<file path="config.mk">
export PLATFORM = sky130hd
export DESIGN_NAME = cpu_test_sequencer
export DESIGN_NICKNAME = d
export VERILOG_FILES = /design/src/rtl/cpu_test_sequencer.sv
export SDC_FILE = /design/constraint.sdc
export NUM_CORES = 1
export LEC_CHECK = 0
export ABC_AREA = 1
export ABC_CLOCK_PERIOD_IN_PS = 2400
export BUFFER_PORTS_ARGS = -buffer_cell sky130_fd_sc_hd__buf_2
export CELL_PAD_IN_SITES_DETAIL_PLACEMENT = 0
export CELL_PAD_IN_SITES_GLOBAL_PLACEMENT = 1
export CORE_MARGIN = 4
export CORE_UTILIZATION = 27
export CTS_CLUSTER_SIZE = 14
export DETAILED_ROUTE_END_ITERATION = 6
export PLACE_DENSITY = 0.81
export REMOVE_ABC_BUFFERS = 1
export SLEW_MARGIN = 20
export SYNTH_ARGS = -nofsm -noshare
export SYNTH_HDL_FRONTEND = slang
export SYNTH_SLANG_ARGS = --single-unit
</file>
<file path="constraint.sdc">
create_clock -name clock -period 2.4 [get_ports clock]
set_clock_uncertainty 0.15 [all_clocks]
set_input_delay 0.12 -clock clock [delete_from_list [all_inputs] [get_ports clock]]
set_output_delay 0.12 -clock clock [all_outputs]
set_load 0.02 [all_outputs]
</file>
<file path="src/rtl/cpu_test_sequencer.sv">
// cpu_test_sequencer: loads a program and a known register image into the CPU,
// runs it until a halt PC or a cycle budget, then walks a table of register
// checks and reports pass/fail together with the first failing check index.
module cpu_test_sequencer #(
    parameter int N_REGISTERS    = 32,
    parameter int INSTR_MEM_SIZE = 32,
    parameter int N_CHECKS       = 4,
    parameter int MAX_CYCLES     = 64,
    parameter int CNT_W          = 16,
    localparam int AW = (INSTR_MEM_SIZE > 1) ? $clog2(INSTR_MEM_SIZE) : 1,
    localparam int CW = $clog2(N_CHECKS + 1)
) (
    input  logic             clock,
    input  logic             reset,
    input  logic             start,
    output logic [AW-1:0]    prog_addr,
    input  logic [31:0]      prog_data,
    output logic             imem_we,
    output logic [AW-1:0]    imem_addr,
    output logic [31:0]      imem_wdata,
    output logic             reg_we,
    output logic [4:0]       reg_addr,
    output logic [31:0]      reg_wdata,
    input  logic [31:0]      reg_rdata,
    input  logic [31:0]      cpu_pc,
    input  logic [31:0]      halt_pc,
    output logic             cpu_reset,
    output logic             cpu_stall,
    output logic [CW-1:0]    chk_index,
    input  logic [4:0]       chk_reg,
    input  logic [31:0]      chk_value,
    output logic             busy,
    output logic             done,
    output logic             pass,
    output logic             timeout,
    output logic [CW-1:0]    fail_index,
    output logic [CNT_W-1:0] cycles
);

    typedef enum logic [2:0] {
        S_IDLE, S_LOAD_I, S_LOAD_R, S_RUN, S_CHECK, S_DONE
    } state_t;

    localparam logic [AW-1:0]    LAST_WORD = AW'(INSTR_MEM_SIZE - 1);
    localparam logic [4:0]       LAST_REG  = 5'(N_REGISTERS - 1);
    localparam logic [CW-1:0]    LAST_CHK  = CW'(N_CHECKS - 1);
    localparam logic [CW-1:0]    NO_FAIL   = CW'(N_CHECKS);
    localparam logic [CNT_W-1:0] BUDGET    = CNT_W'(MAX_CYCLES);

    state_t           r_state,      w_state_n;
    logic [AW-1:0]    r_prog_addr,  w_prog_addr_n;
    logic             r_imem_we,    w_imem_we_n;
    logic             r_reg_we,     w_reg_we_n;
    logic [4:0]       r_reg_addr,   w_reg_addr_n;
    logic [31:0]      r_reg_wdata,  w_reg_wdata_n;
    logic             r_cpu_reset,  w_cpu_reset_n;
    logic             r_cpu_stall,  w_cpu_stall_n;
    logic [CW-1:0]    r_chk_index,  w_chk_index_n;
    logic             r_busy,       w_busy_n;
    logic             r_done,       w_done_n;
    logic             r_pass,       w_pass_n;
    logic             r_timeout,    w_timeout_n;
    logic [CW-1:0]    r_fail_index, w_fail_index_n;
    logic [CNT_W-1:0] r_cycles,     w_cycles_n;

    // The ROM word goes straight through so it lines up with the registered address;
    // during CHECK the register port is steered by the check table.
    assign prog_addr  = r_prog_addr;
    assign imem_addr  = r_prog_addr;
    assign imem_wdata = prog_data;
    assign imem_we    = r_imem_we;
    assign reg_we     = r_reg_we;
    assign reg_addr   = (r_state == S_CHECK) ? chk_reg : r_reg_addr;
    assign reg_wdata  = r_reg_wdata;
    assign cpu_reset  = r_cpu_reset;
    assign cpu_stall  = r_cpu_stall;
    assign chk_index  = r_chk_index;
    assign busy       = r_busy;
    assign done       = r_done;
    assign pass       = r_pass;
    assign timeout    = r_timeout;
    assign fail_index = r_fail_index;
    assign cycles     = r_cycles;

    // Next state and next value of every registered output.
    always_comb begin
        w_state_n      = r_state;
        w_prog_addr_n  = r_prog_addr;
        w_imem_we_n    = 1'b0;
        w_reg_we_n     = 1'b0;
        w_reg_addr_n   = r_reg_addr;
        w_reg_wdata_n  = r_reg_wdata;
        w_cpu_reset_n  = r_cpu_reset;
        w_cpu_stall_n  = r_cpu_stall;
        w_chk_index_n  = r_chk_index;
        w_busy_n       = r_busy;
        w_done_n       = r_done;
        w_pass_n       = r_pass;
        w_timeout_n    = r_timeout;
        w_fail_index_n = r_fail_index;
        w_cycles_n     = r_cycles;
        case (r_state)
            S_IDLE, S_DONE: begin
                if (start) begin
                    w_state_n      = S_LOAD_I;
                    w_prog_addr_n  = '0;
                    w_imem_we_n    = 1'b1;
                    w_cpu_reset_n  = 1'b1;
                    w_cpu_stall_n  = 1'b0;
                    w_chk_index_n  = '0;
                    w_busy_n       = 1'b1;
                    w_done_n       = 1'b0;
                    w_pass_n       = 1'b0;
                    w_timeout_n    = 1'b0;
                    w_fail_index_n = '0;
                    w_cycles_n     = '0;
                end
            end
            S_LOAD_I: begin
                if (r_prog_addr == LAST_WORD) begin
                    w_state_n     = S_LOAD_R;
                    w_reg_we_n    = 1'b1;
                    w_reg_addr_n  = 5'd0;
                    w_reg_wdata_n = 32'd0;
                end else begin
                    w_prog_addr_n = r_prog_addr + AW'(1);
                    w_imem_we_n   = 1'b1;
                end
            end
            S_LOAD_R: begin
                if (r_reg_addr == LAST_REG) begin
                    w_state_n     = S_RUN;
                    w_cpu_reset_n = 1'b0;
                    w_reg_addr_n  = 5'd0;
                end else begin
                    w_reg_we_n    = 1'b1;
                    w_reg_addr_n  = r_reg_addr + 5'd1;
                    w_reg_wdata_n = 32'(r_reg_addr + 5'd1);
                end
            end
            S_RUN: begin
                // Halt wins over a budget expiry in the same cycle.
                if (cpu_pc == halt_pc) begin
                    w_state_n     = S_CHECK;
                    w_cpu_stall_n = 1'b1;
                    w_chk_index_n = '0;
                end else if (r_cycles + CNT_W'(1) == BUDGET) begin
                    w_state_n      = S_DONE;
                    w_cycles_n     = BUDGET;
                    w_cpu_stall_n  = 1'b1;
                    w_busy_n       = 1'b0;
                    w_done_n       = 1'b1;
                    w_pass_n       = 1'b0;
                    w_timeout_n    = 1'b1;
                    w_fail_index_n = NO_FAIL;
                end else begin
                    w_cycles_n = r_cycles + CNT_W'(1);
                end
            end
            S_CHECK: begin
                if (reg_rdata != chk_value) begin
                    w_state_n      = S_DONE;
                    w_busy_n       = 1'b0;
                    w_done_n       = 1'b1;
                    w_pass_n       = 1'b0;
                    w_fail_index_n = r_chk_index;
                end else if (r_chk_index == LAST_CHK) begin
                    w_state_n      = S_DONE;
                    w_busy_n       = 1'b0;
                    w_done_n       = 1'b1;
                    w_pass_n       = 1'b1;
                    w_fail_index_n = NO_FAIL;
                end else begin
                    w_chk_index_n = r_chk_index + CW'(1);
                end
            end
            default: w_state_n = S_IDLE;
        endcase
    end

    // State and output registers with synchronous reset to the idle image.
    always_ff @(posedge clock) begin
        if (reset) begin
            r_state      <= S_IDLE;
            r_prog_addr  <= '0;
            r_imem_we    <= 1'b0;
            r_reg_we     <= 1'b0;
            r_reg_addr   <= 5'd0;
            r_reg_wdata  <= 32'd0;
            r_cpu_reset  <= 1'b1;
            r_cpu_stall  <= 1'b0;
            r_chk_index  <= '0;
            r_busy       <= 1'b0;
            r_done       <= 1'b0;
            r_pass       <= 1'b0;
            r_timeout    <= 1'b0;
            r_fail_index <= '0;
            r_cycles     <= '0;
        end else begin
            r_state      <= w_state_n;
            r_prog_addr  <= w_prog_addr_n;
            r_imem_we    <= w_imem_we_n;
            r_reg_we     <= w_reg_we_n;
            r_reg_addr   <= w_reg_addr_n;
            r_reg_wdata  <= w_reg_wdata_n;
            r_cpu_reset  <= w_cpu_reset_n;
            r_cpu_stall  <= w_cpu_stall_n;
            r_chk_index  <= w_chk_index_n;
            r_busy       <= w_busy_n;
            r_done       <= w_done_n;
            r_pass       <= w_pass_n;
            r_timeout    <= w_timeout_n;
            r_fail_index <= w_fail_index_n;
            r_cycles     <= w_cycles_n;
        end
    end

endmodule

</file>
# == Yosys cells after proc, flatten, opt, wreduce, memory -nomap -nowiden ==
# Index checks and enable logic that the tools add are counted.
# op_classes
muxes,57
order_cmp,0
n_eq_ne,23
add_sub_neg,5
bitwise,0
div_mod_pow,0
n_shift,0
n_reduce_logical,17
multipliers,0
# op_table
op,count
32-bit two-way mux,2
32-bit one-hot mux with 2 select lines,1
16-bit two-way mux,3
3-bit two-way mux,15
32-bit == test,1
32-bit inequality test,1
16-bit one-hot mux with 2 select lines,1
5-bit two-way mux,5
2-bit inequality test (second input constant),10
5-bit one-hot mux with 2 select lines,2
3-bit one-hot mux with 3 select lines,2
1-bit two-way mux,17
16-bit by 1-bit adder with 16-bit output (second input constant),1
16-bit by 7-bit == test with 1-bit output (second input constant),1
3-bit one-hot mux with 5 select lines,1
3-bit AND reduction,5
5-bit AND reduction,3
5-bit by 1-bit adder with 5-bit output (second input constant),2
5-bit == test (second input constant),2
1-bit one-hot mux with 2 select lines,5
3-bit by 2-bit == test with 1-bit output (second input constant),3
1-bit one-hot mux with 3 select lines,3
2-bit nonzero test,4
5-bit by 1-bit adder with 6-bit output (second input constant),1
10 further kinds,11
# totals
output_inout_bits,109
memories,0
latch_bits,0
romBits,0
mem_bits_rw,0
input_bits,168
register_bits,75
wordCells,117

# == Depth between registers and ports, before layout ==
# Gate-level depths: netlist of the first run.
# depth
depth_word,5
mapped_depth,16
ltp_nobuf,16

# == Least setup slack after synthesis of the first run ==
# OpenSTA, ideal clock, no wires.
# synth_timing
kind,register to register
start,"register r_cycles[0], in the netlist cycles[0]"
end,"register r_done, in the netlist done"
setup_slack_ns,0.304
arrival_time_ns,1.811
setup_time_ns,0.135
n_path_buf,0
required_time_ns,2.115
path_stages_with_launch,15
period_less_slack_ns,2.096
cell_sequence,dfxtp_1 -> ha_1 -> nand2_1 -> nor2_2 -> nand2_1 -> nor2_2 -> nand3_1 -> nand2_1 -> nand3_1 -> nor2_2 -> nand2_4 -> nand2_4 -> nand2_4 -> nand2_1 -> a21oi_2
# synth_between
elab_chain_cells,4
# synth_rtl
item,line,text
"start, declared",64,"logic [CNT_W-1:0] r_cycles, w_cycles_n;"
"start signal, assigned",214,r_cycles <= w_cycles_n;
16-bit by 1-bit adder with 16-bit output,147,end else if (r_cycles + CNT_W'(1) == BUDGET) begin
16-bit by 7-bit == test with 1-bit output,147,
2-bit inequality test (no line),-,
5-bit AND reduction (no line),-,
"end signal, assigned",210,r_done <= w_done_n;
"end, declared",60,"logic r_done, w_done_n;"
# No other way between the ends.
# A chain may end at the register's enable or synchronous reset.

# == Worst setup path after layout of the first run ==
# layout_timing
start,"register r_cycles[0], in the netlist cycles[0]"
end,"register r_cycles[3], in the netlist cycles[3]"
# layout_between
elab_chain_cells,5
# layout_rtl
item,line,text
16-bit by 1-bit adder with 16-bit output *,"147, 157",
16-bit by 7-bit == test with 1-bit output,147,
16-bit two-way mux *,147,
16-bit two-way mux *,143,if (cpu_pc == halt_pc) begin
16-bit one-hot mux with 2 select lines *,102,case (r_state)
# Every way passes the cells marked *; elsewhere a longest branch is shown, timed or not. The select of a mux whose other input is x is not followed.

==> impl_metrics.toml, run 1 <==
[status]
status = "finished clean"

[cts]
cts_tree = "done"
clk_latency_ns = 0.29
clockBufferDepth = 2
clock_tree.root_cell = "clkbuf_16"
htree_levels = 2
cts_buffers = 5
cts_sinks = 49
post_cts_buffers = 0
path_clk_slew_ns = 0.06

[critical_path]
worstPathArrival_ns = 2.18
worstSetupPathType = "flop to flop"
endpoint_kind = "flop"
startpoint_type = "flop"
worstSetupStartpoint = "cycles[0]"
cp.required_ns = 2.43
reg2reg_from = "cycles[0]"
critPathMaxFanout = 6

[floorplanning]
die_area_sq_mm = 0.0175
fp.coreArea_sq_mm = 0.0151
fp.dieW_microns = 132
die-height_microns = 132
num_rows = 45
io_pins = 277
start_util_pct = 27.6

[sta]
final-hold-violation-count = 0
setup_viol = 0
drv_slew = 0
period_needed_ns = 2.15
tns_ns = 0
min_period_over_period_pct = 89.7
rsz0062_at_grt = "false"
max_freq_ghz = 0.464

[final_layout]
fillers = 1694
layout_commonest_cell = "nand2_1"
layout.nets = 999
mostFrequentLayoutCells = "nand2_1 (218), buf_2 (186), inv_1 (88)"
antenna_cells = 0
multi_input_area_sq_mm = 0.00244
syn2layout_area_growth_pct = 22.8
register_area_sq_um = 981
drive_gt1_share_pct = 29.8
utilization_pct = 33.9

[detailed_routing]
drc = 0
dr_total_vias = 4217
drt_first_iter_violations = 166
firstDrtPassIters = 6
wl_per_cell_microns = 12.9
viasPerCell = 4.16
ant_nets = 0
drt_wl_total_microns = 13000

[yosys]
ys_seq_area_share_pct = 23.5
ys.flop_type = "dfxtp_1"
syn_inst = 668
synth_edf_count = 0
ys_async_sr_fraction_pct = 0
ys_ff_latch = 49
yosys_warnings = 0
ys_types = 35
avgSynthCellArea_sq_um = 6.25
synth_area_sq_mm = 0.00417

[power]
totalPowerFinal_uw = 3250
p_leak_uw = 0.00266
clockPowerShare_pct = 21.0
intPower_uw = 1870
ir_drop_uv = 279
power_density_mw_per_mm2 = 634
seqPwrFrac_pct = 32.6
swShare_pct = 42.6
p_comb_share_pct = 46.4
p_sw_uw = 1390

[hold_path]
hp-start = "reset"
hold_path.class = "input pin to flop"

[place]
gp_congestion = 0.800
io_buffers = 186
dp_hpwl_microns = 11300

[grt]
grt_remaining_overflow = 0
antenna_found_initial = 0
grt_pass1_wl_microns = 20100
grt_pass1_vias = 3865
grt_max_degree = 19
track_usage_pct = 14.3

[job]
cap_violations = 0
[synthesized netlist by cell type (6+ instances only)]
cell type / n / area [sq um]
a21oi_2: 7 / 61.3
nand3_1: 20 / 100
nand2_2: 8 / 50.1
inv_1: 88 / 330
nand2_1: 218 / 818
nor2_1: 58 / 218
nand4_1: 8 / 50.1
o21ai_0: 11 / 55.1
buf_4: 64 / 480
nand2_4: 6 / 67.6
ha_1: 7 / 87.6
dfxtp_1: 49 / 981
nor2_2: 9 / 56.3
a21oi_1: 33 / 165
nor3_1: 6 / 30.0
xnor2_1: 45 / 394
[path summary, 6_finish.rpt]
| path | cells past startpoint | end | slack, ns |
|---|---|---|---|
| min | 2 | reg_we | 0.07 |
| min reg2reg | 2 | cpu_stall | 0.30 |
| max | 14 | cycles[3] | 0.25 |
| max reg2reg | 14 | cycles[3] | 0.25 |
[flip-flops by register name, indices dropped and copies added (netlist names)]
| name | cells |
|---|---|
| cycles | 16 |
| reg_wdata | 6 |
| imem_addr | 5 |
| r_reg_addr | 5 |
| chk_index | 3 |
| fail_index | 3 |
| r_state | 3 |
| busy | 1 |
| cpu_reset | 1 |
| cpu_stall | 1 |
| done | 1 |
| imem_we | 1 |
| pass | 1 |
| reg_we | 1 |
| timeout | 1 |
[kinds of logic (layout without fill, tap and decap cells)]
family	after synthesis	count (layout)	synth area share, %
DFF	49	49	23.5
buffers and inverters	163	295	20.4
AOI/OAI and AO/OA	56	56	7.64
adders and majority gates	7	7	2.10
xor gates and xnor gates	47	47	10.0
and+or+nand+nor	345	345	36.2
other	1	26	0.0898
[critical path: stages, from the launching register on]
cell and delay [ns]:
dfxtp_1 0.40, ha_1 0.22, nand2_1 0.09, nor2_2 0.12, nand2_1 0.09, nor2_2 0.13
nand3_1 0.10, nand2_1 0.09, nand3_1 0.08, nor2_2 0.14, nand2_4 0.09, nand2_4 0.10
nand2_2 0.05, nand2_2 0.13, nor2_1 0.07
[power by group through the flow]
stage	sequential, uW	combinational [uW]	clock [uW]
2_1_floorplan	1180	908	0
3_3_place_gp	1080	1530	0
3_5_place_dp	1080	1520	0
4_1_cts	1070	1530	707
5_1_grt	1080	1710	735
6_report	1060	1510	682
[metrics by stage]
stage / std cells / instance area [sq um] / hold slack [ns] / worst slack, ns
final: 1013 / 5130 / 0.0737 / 0.247
after global routing: 1013 / 5130 / 0.0901 / 0.00597
after CTS: 1013 / 5120 / 0.0797 / 0.229
after detailed placement: 1005 / 4990 / 0.0901 / 0.246
after global placement: 1005 / 4990 / 0.0901 / 0.293
after floorplan: 624 / 3770 / 0.0324 / 0.309
[routing by layer]
| metal | vias to the layer above | wire length [microns] | track usage [%] | share of wire [%] |
|---|---|---|---|---|
| met3 | 9 | 1450 | 6.95 | 11 |
| met5 | - | 97 | 4.44 | 0.74 |
| met1 | 1783 | 5970 | 18.7 | 46 |
| met2 | 171 | 5450 | 21.6 | 42 |
| li1 | 2252 | - | - | - |
| met4 | 2 | 53 | 1.56 | 0.41 |
[cell type report]
class,instances,area share [%]
clock inverter,2,0.195
tap,188,4.59
timing repair buffer,193,19.2
multi-input combinational,481,47.5
clock buffer,6,2.51
sequential,49,19.1
inverter,94,6.88
[repair_timing]
item                       in CTS  in global routing
setup endpoints to repair       0                 10
hold buffers                    0                  0
hold endpoints to repair        0                  0
gates resized for setup         0                  1
Power figures use the tool's default switching activity.
==> run 2: changes to the inputs <==
CORE_MARGIN = unset   (was 4)
==> run 2 against run 1 <==
First-iteration DRC count is 17% higher. Setup slack worse by 0.011 ns. Critical path depth shrank 2. Critical path type unchanged. Largest cell class unchanged.
==> impl_metrics.toml, run 2 (synthesized netlist as in run 1, its figures left out) <==
[critical_path]
crit_chain = "ha_1 > nand3_1 > nor2_1 > nand2_1 > o21ai_1 > nand3_1 > nor2_2 > nand2_4 > nand2_4 > nand2_2 > nand2_2 > nor2_1"
r2r_cells = 12
critPathMaxStageDelay_ns = 0.42
startpoint_type = "flop"
cp.required_ns = 2.43
worstPathArrival_ns = 2.20
cp.buffers_inverters = 0
crit_cells = 12
worstSetupPathType = "flop to flop"
crit_path_end = "cycles[2]"
critPathMaxFanout = 6
endpoint_kind = "flop"
critical-path-slowest-cell = "dfxtp_1"
worstSetupStartpoint = "cycles[0]"
r2r-end = "cycles[2]"
cpLargestDelayFamily = "simple AND/OR/NAND/NOR gates"
reg2reg_from = "cycles[0]"
reg2reg_slack_ns = 0.24

[cts]
clockBufferDepth = 2
post_cts_buffers = 0
cts_sinks = 49
clk_latency_ns = 0.29
cts_resized = 0
path_clk_slew_ns = 0.07
htree_levels = 2
cts_buffers = 5
cts_tree = "done"
clock_tree.root_cell = "clkbuf_16"
holdBufCountCts = 0

[final_layout]
layout_commonest_cell = "nand2_1"
layout.nets = 1001
mostFrequentLayoutCells = "nand2_1 (218), buf_2 (186), inv_1 (88)"
drive_gt1_share_pct = 30.0
largest_reg_flops = 16
stdcell_count = 1016
syn2layout_area_growth_pct = 24.5
utilization_pct = 34.3

[sta]
drv_slew = 0
period_needed_ns = 2.16
final-hold-violation-count = 0
rsz0062_at_grt = "false"
min_period_over_period_pct = 90.2
max_freq_ghz = 0.462
tns_ns = 0
setup_viol = 0

[place]
place_inst = 1007
io_buffers = 186
dp_hpwl_microns = 11000
gp_congestion = 0.822

[floorplanning]
num_rows = 45
start_util_pct = 27.6
io_pins = 277
die_area_sq_mm = 0.0160
die-height_microns = 126
fp.dieW_microns = 126
fp.coreArea_sq_mm = 0.0151

[power]
ir_drop_uv = 342
power_density_mw_per_mm2 = 670
p_leak_uw = 0.00270

[grt]
grt_pass1_vias = 3737
antenna_found_initial = 1
grt_pass1_wl_microns = 19500
grt_max_degree = 19
grt_remaining_overflow = 0
track_usage_pct = 15.9

[detailed_routing]
firstDrtPassIters = 4
drc = 0
dr_total_vias = 4287
drt_wl_total_microns = 12800
ant_nets = 0
wl_per_cell_microns = 12.6
drt_first_iter_violations = 195
viasPerCell = 4.22

[job]
cap_violations = 0

[status]
status = "finished clean"

[hold_path]
hold_path.class = "input pin to flop"
## run 2: changes by cell type in the layout (fill, tap and decap cells not counted), sizes merged
| cell | change |
|---|---|
| buf | +2 |
| bufinv | +2 |
| clkinv | -2 |
| clkbuf | -1 |
| diode | +1 |
| inv | +1 |
## run 2: worst min path at each step
stage / startpoint / end / slack [ns] / cells after the start
detailed placement: prog_data[21] / imem_wdata[21] / 0.09 / 0
global route: prog_data[21] / imem_wdata[21] / 0.09 / 0
finish: reset / imem_we / 0.08 / 2
floorplan: reset / busy / 0.03 / 1
CTS: reset / imem_we / 0.08 / 2
global placement: prog_data[21] / imem_wdata[21] / 0.09 / 0
## run 2: final cells by class
cell class                      count  area [sq um]
Fill cell                        1662          9950
Multi-Input combinational cell    481          2430
Timing Repair Buffer              195           998
Sequential cell                    49           981
Inverter                           94           353
Tap cell                          188           235
Clock buffer                        5           125
Clock inverter                      3          68.8
Antenna cell                        1          2.50
## run 2: power by group
part           total (uW)  internal (uW)  switching (uW)
clock network         917            601             317
registers            1060            935             123
logic                1510            539             968
total                3480           2070            1410
## run 2: per-stage QoR
stage | hold slack [ns] | setup WS [ns] | area, sq um | power [uW]
after detailed placement | 0.0901 | 0.201 | 5000 | 2590
after global placement | 0.0901 | 0.235 | 5000 | 2590
after global routing | 0.0901 | 0.00249 | 5190 | 3760
final | 0.0803 | 0.235 | 5200 | 3480
after floorplan | 0.0324 | 0.309 | 3770 | 2090
after CTS | 0.0827 | 0.242 | 5190 | 3520
## run 2: layer usage
metal | up-vias | wire length (microns) | global-route usage [%]
met3 | 15 | 1690 | 9.24
met1 | 1798 | 5820 | 19.9
met2 | 207 | 5130 | 23.3
met4 | 2 | 103 | 2.62
li1 | 2265 | - | -
met5 | - | 85 | 4.95
==> run 3: changes to the inputs <==
ABC_AREA = unset   (was 1)
CAP_MARGIN = 10   (was unset)
CORE_UTILIZATION = 28   (was 27)
PLACE_DENSITY = 0.82   (was 0.81)
==> run 3 against run 2 <==
Hold slack lost 0.013 ns. Sequential power decreased by 22%. Setup slack lost 0.12 ns. Via count decreased by 12%. Wire length shrank 3.0%. First-iteration DRC count up 10%. Total power decreased by 42%. Final area fell by 1.7%. Largest power group is now clock.
==> impl_metrics.toml, run 3 <==
[cts]
cts_tree = "done"
cts_sinks = 49
htree_levels = 2
holdBufCountCts = 0
cts_buffers = 5
clk_latency_ns = 0.29
path_clk_slew_ns = 0.07
clockBufferDepth = 2
clock_tree.root_cell = "clkbuf_16"

[detailed_routing]
wl_met3_microns = 1600
viasPerCell = 4.53
wl_per_cell_microns = 14.9
wl_met1_microns = 5060
drt_wl_total_microns = 12400
top_layer_used = "met5"
firstDrtPassIters = 4
ant_nets = 0
drc = 0
wl_met2_microns = 5650
drt_first_iter_violations = 215
dr_total_vias = 3780

[floorplanning]
die-height_microns = 119
io_pins = 277
fp.dieW_microns = 119
die_area_sq_mm = 0.0141
num_rows = 42
fp.coreArea_sq_mm = 0.0132
start_util_pct = 28.7

[yosys]
yosys_warnings = 0
yosysTopAreaCellShare_pct = 25.8
synth_common_cells = "xor2_1 (68), buf_4 (65), dfxtp_1 (49)"
synth_edf_count = 0
yosys.area.top_type = "dfxtp_1"
ys_ff_latch = 49
ys_types = 59
avgSynthCellArea_sq_um = 8.08
ys_seq_area_share_pct = 25.8
synth_most_common_cell = "xor2_1"
ys.flop_type = "dfxtp_1"
ys_async_sr_fraction_pct = 0
synth_area_sq_mm = 0.00381
synth_area_leaders = "dfxtp_1 (26%), xor2_1 (16%), buf_4 (13%)"
syn_inst = 471

[power]
totalPowerFinal_uw = 2010
seqPwrFrac_pct = 41.1
swShare_pct = 26.6
p_comb_share_pct = 17.8
intPower_uw = 1480
p_sw_uw = 536
ir_drop_uv = 249
clockPowerShare_pct = 41.1
p_leak_uw = 0.00248
power_density_mw_per_mm2 = 394

[critical_path]
worstPathArrival_ns = 2.32
cp.required_ns = 2.43
critPathMaxFanout = 7
startpoint_type = "flop"
endpoint_kind = "flop"
worstSetupStartpoint = "cycles[2]"
reg2reg_slack_ns = 0.11
reg2reg_from = "cycles[2]"
r2r_cells = 7
r2r-end = "pass"
crit_path_end = "pass"
worstSetupPathType = "flop to flop"

[sta]
holdWs_ns = 0.0675
max_freq_ghz = 0.437
tns_ns = 0
final-hold-violation-count = 0
period_needed_ns = 2.29
setup_viol = 0
min_period_over_period_pct = 95.3
drv_slew = 0
rsz0062_at_grt = "true"

[grt]
track_usage_pct = 17.3
grt_pass1_vias = 3611
antenna_found_initial = 0
grt_max_degree = 26
grt_pass1_wl_microns = 18900
grt_remaining_overflow = 0

[final_layout]
largest_reg_flops = 16
mostFrequentLayoutCells = "buf_2 (186), xor2_1 (68), buf_4 (45)"
antenna_cells = 0
drive_gt1_share_pct = 41.7
syn2layout_area_growth_pct = 34.3
layout_commonest_cell = "buf_2"
utilization_pct = 38.6
layout.nets = 833

[place]
dp_hpwl_microns = 10400
gp_congestion = 0.839
io_buffers = 186

[status]
status = "finished clean"

[hold_path]
hold_path.class = "input pin to flop"

[job]
cap_violations = 0
## run 3: worst min-delay path by stage
stage	depth (start not counted)	from	endpoint
6_report	2	reset	cycles[11]
5_1_grt	2	reset	cycles[13]
4_1_cts	2	reset	cycles[15]
3_5_place_dp	0	prog_data[21]	imem_wdata[21]
3_3_place_gp	0	prog_data[21]	imem_wdata[21]
2_1_floorplan	1	reset	busy
## run 3: kinds of logic after synthesis
| group | share of synthesized area [%] |
|---|---|
| fa+ha+maj | 2.30 |
| flops | 25.8 |
| mux | 1.08 |
| buf+inv | 15.5 |
| other cells | 0.0985 |
| compound gates | 14.2 |
| simple gates | 23.5 |
| xor+xnor | 17.5 |
## run 3: worst max-delay path: stages (launching register included)
cell and delay (ns):
dfxtp_4 0.35, nand4_4 0.15, nor4_4 0.07, a311o_2 0.41
a2111oi_4 0.42, nand3b_1 0.22, nand2_2 0.12, mux2_4 0.29
## run 3: per-stage QoR
stage | std cells | worst slack (ns) | cell area, sq um
after floorplan | 418 | -0.246 | 3340
after global placement | 827 | 0.0204 | 4850
after detailed placement | 827 | -0.0632 | 4850
after CTS | 835 | 0.00391 | 5020
after global routing | 835 | -0.0302 | 5110
final | 835 | 0.113 | 5110
## run 3: final cells by class
class / count / area, sq um
Clock buffer: 5 / 125
Tap cell: 176 / 220
Timing Repair Buffer: 233 / 1290
Sequential cell: 49 / 991
Fill cell: 1421 / 8130
Multi-Input combinational cell: 360 / 2400
Inverter: 9 / 33.8
Clock inverter: 3 / 46.3
## run 3: repair_timing
item / 4_1_cts / 5_1_grt
resized for setup: 1 / 23
cloned: 0 / 0
endpoints found under the setup margin: 3 / 20
buffers inserted: 0 / 1
pin swaps: 1 / 12
## run 3: power groups by stage
stage / clock network (uW) / logic [uW] / registers, uW
after floorplan: 0 / 155 / 861
after global routing: 867 / 396 / 828
after detailed placement: 0 / 358 / 847
after global placement: 0 / 354 / 847
after CTS: 842 / 359 / 828
final: 828 / 358 / 827
## run 3: metal layers
metal | track usage, % | vias to the layer above
met3 | 9.75 | 6
li1 | - | 1931
met5 | 5.15 | -
met1 | 19.7 | 1667
met4 | 1.42 | 2
met2 | 28.6 | 174
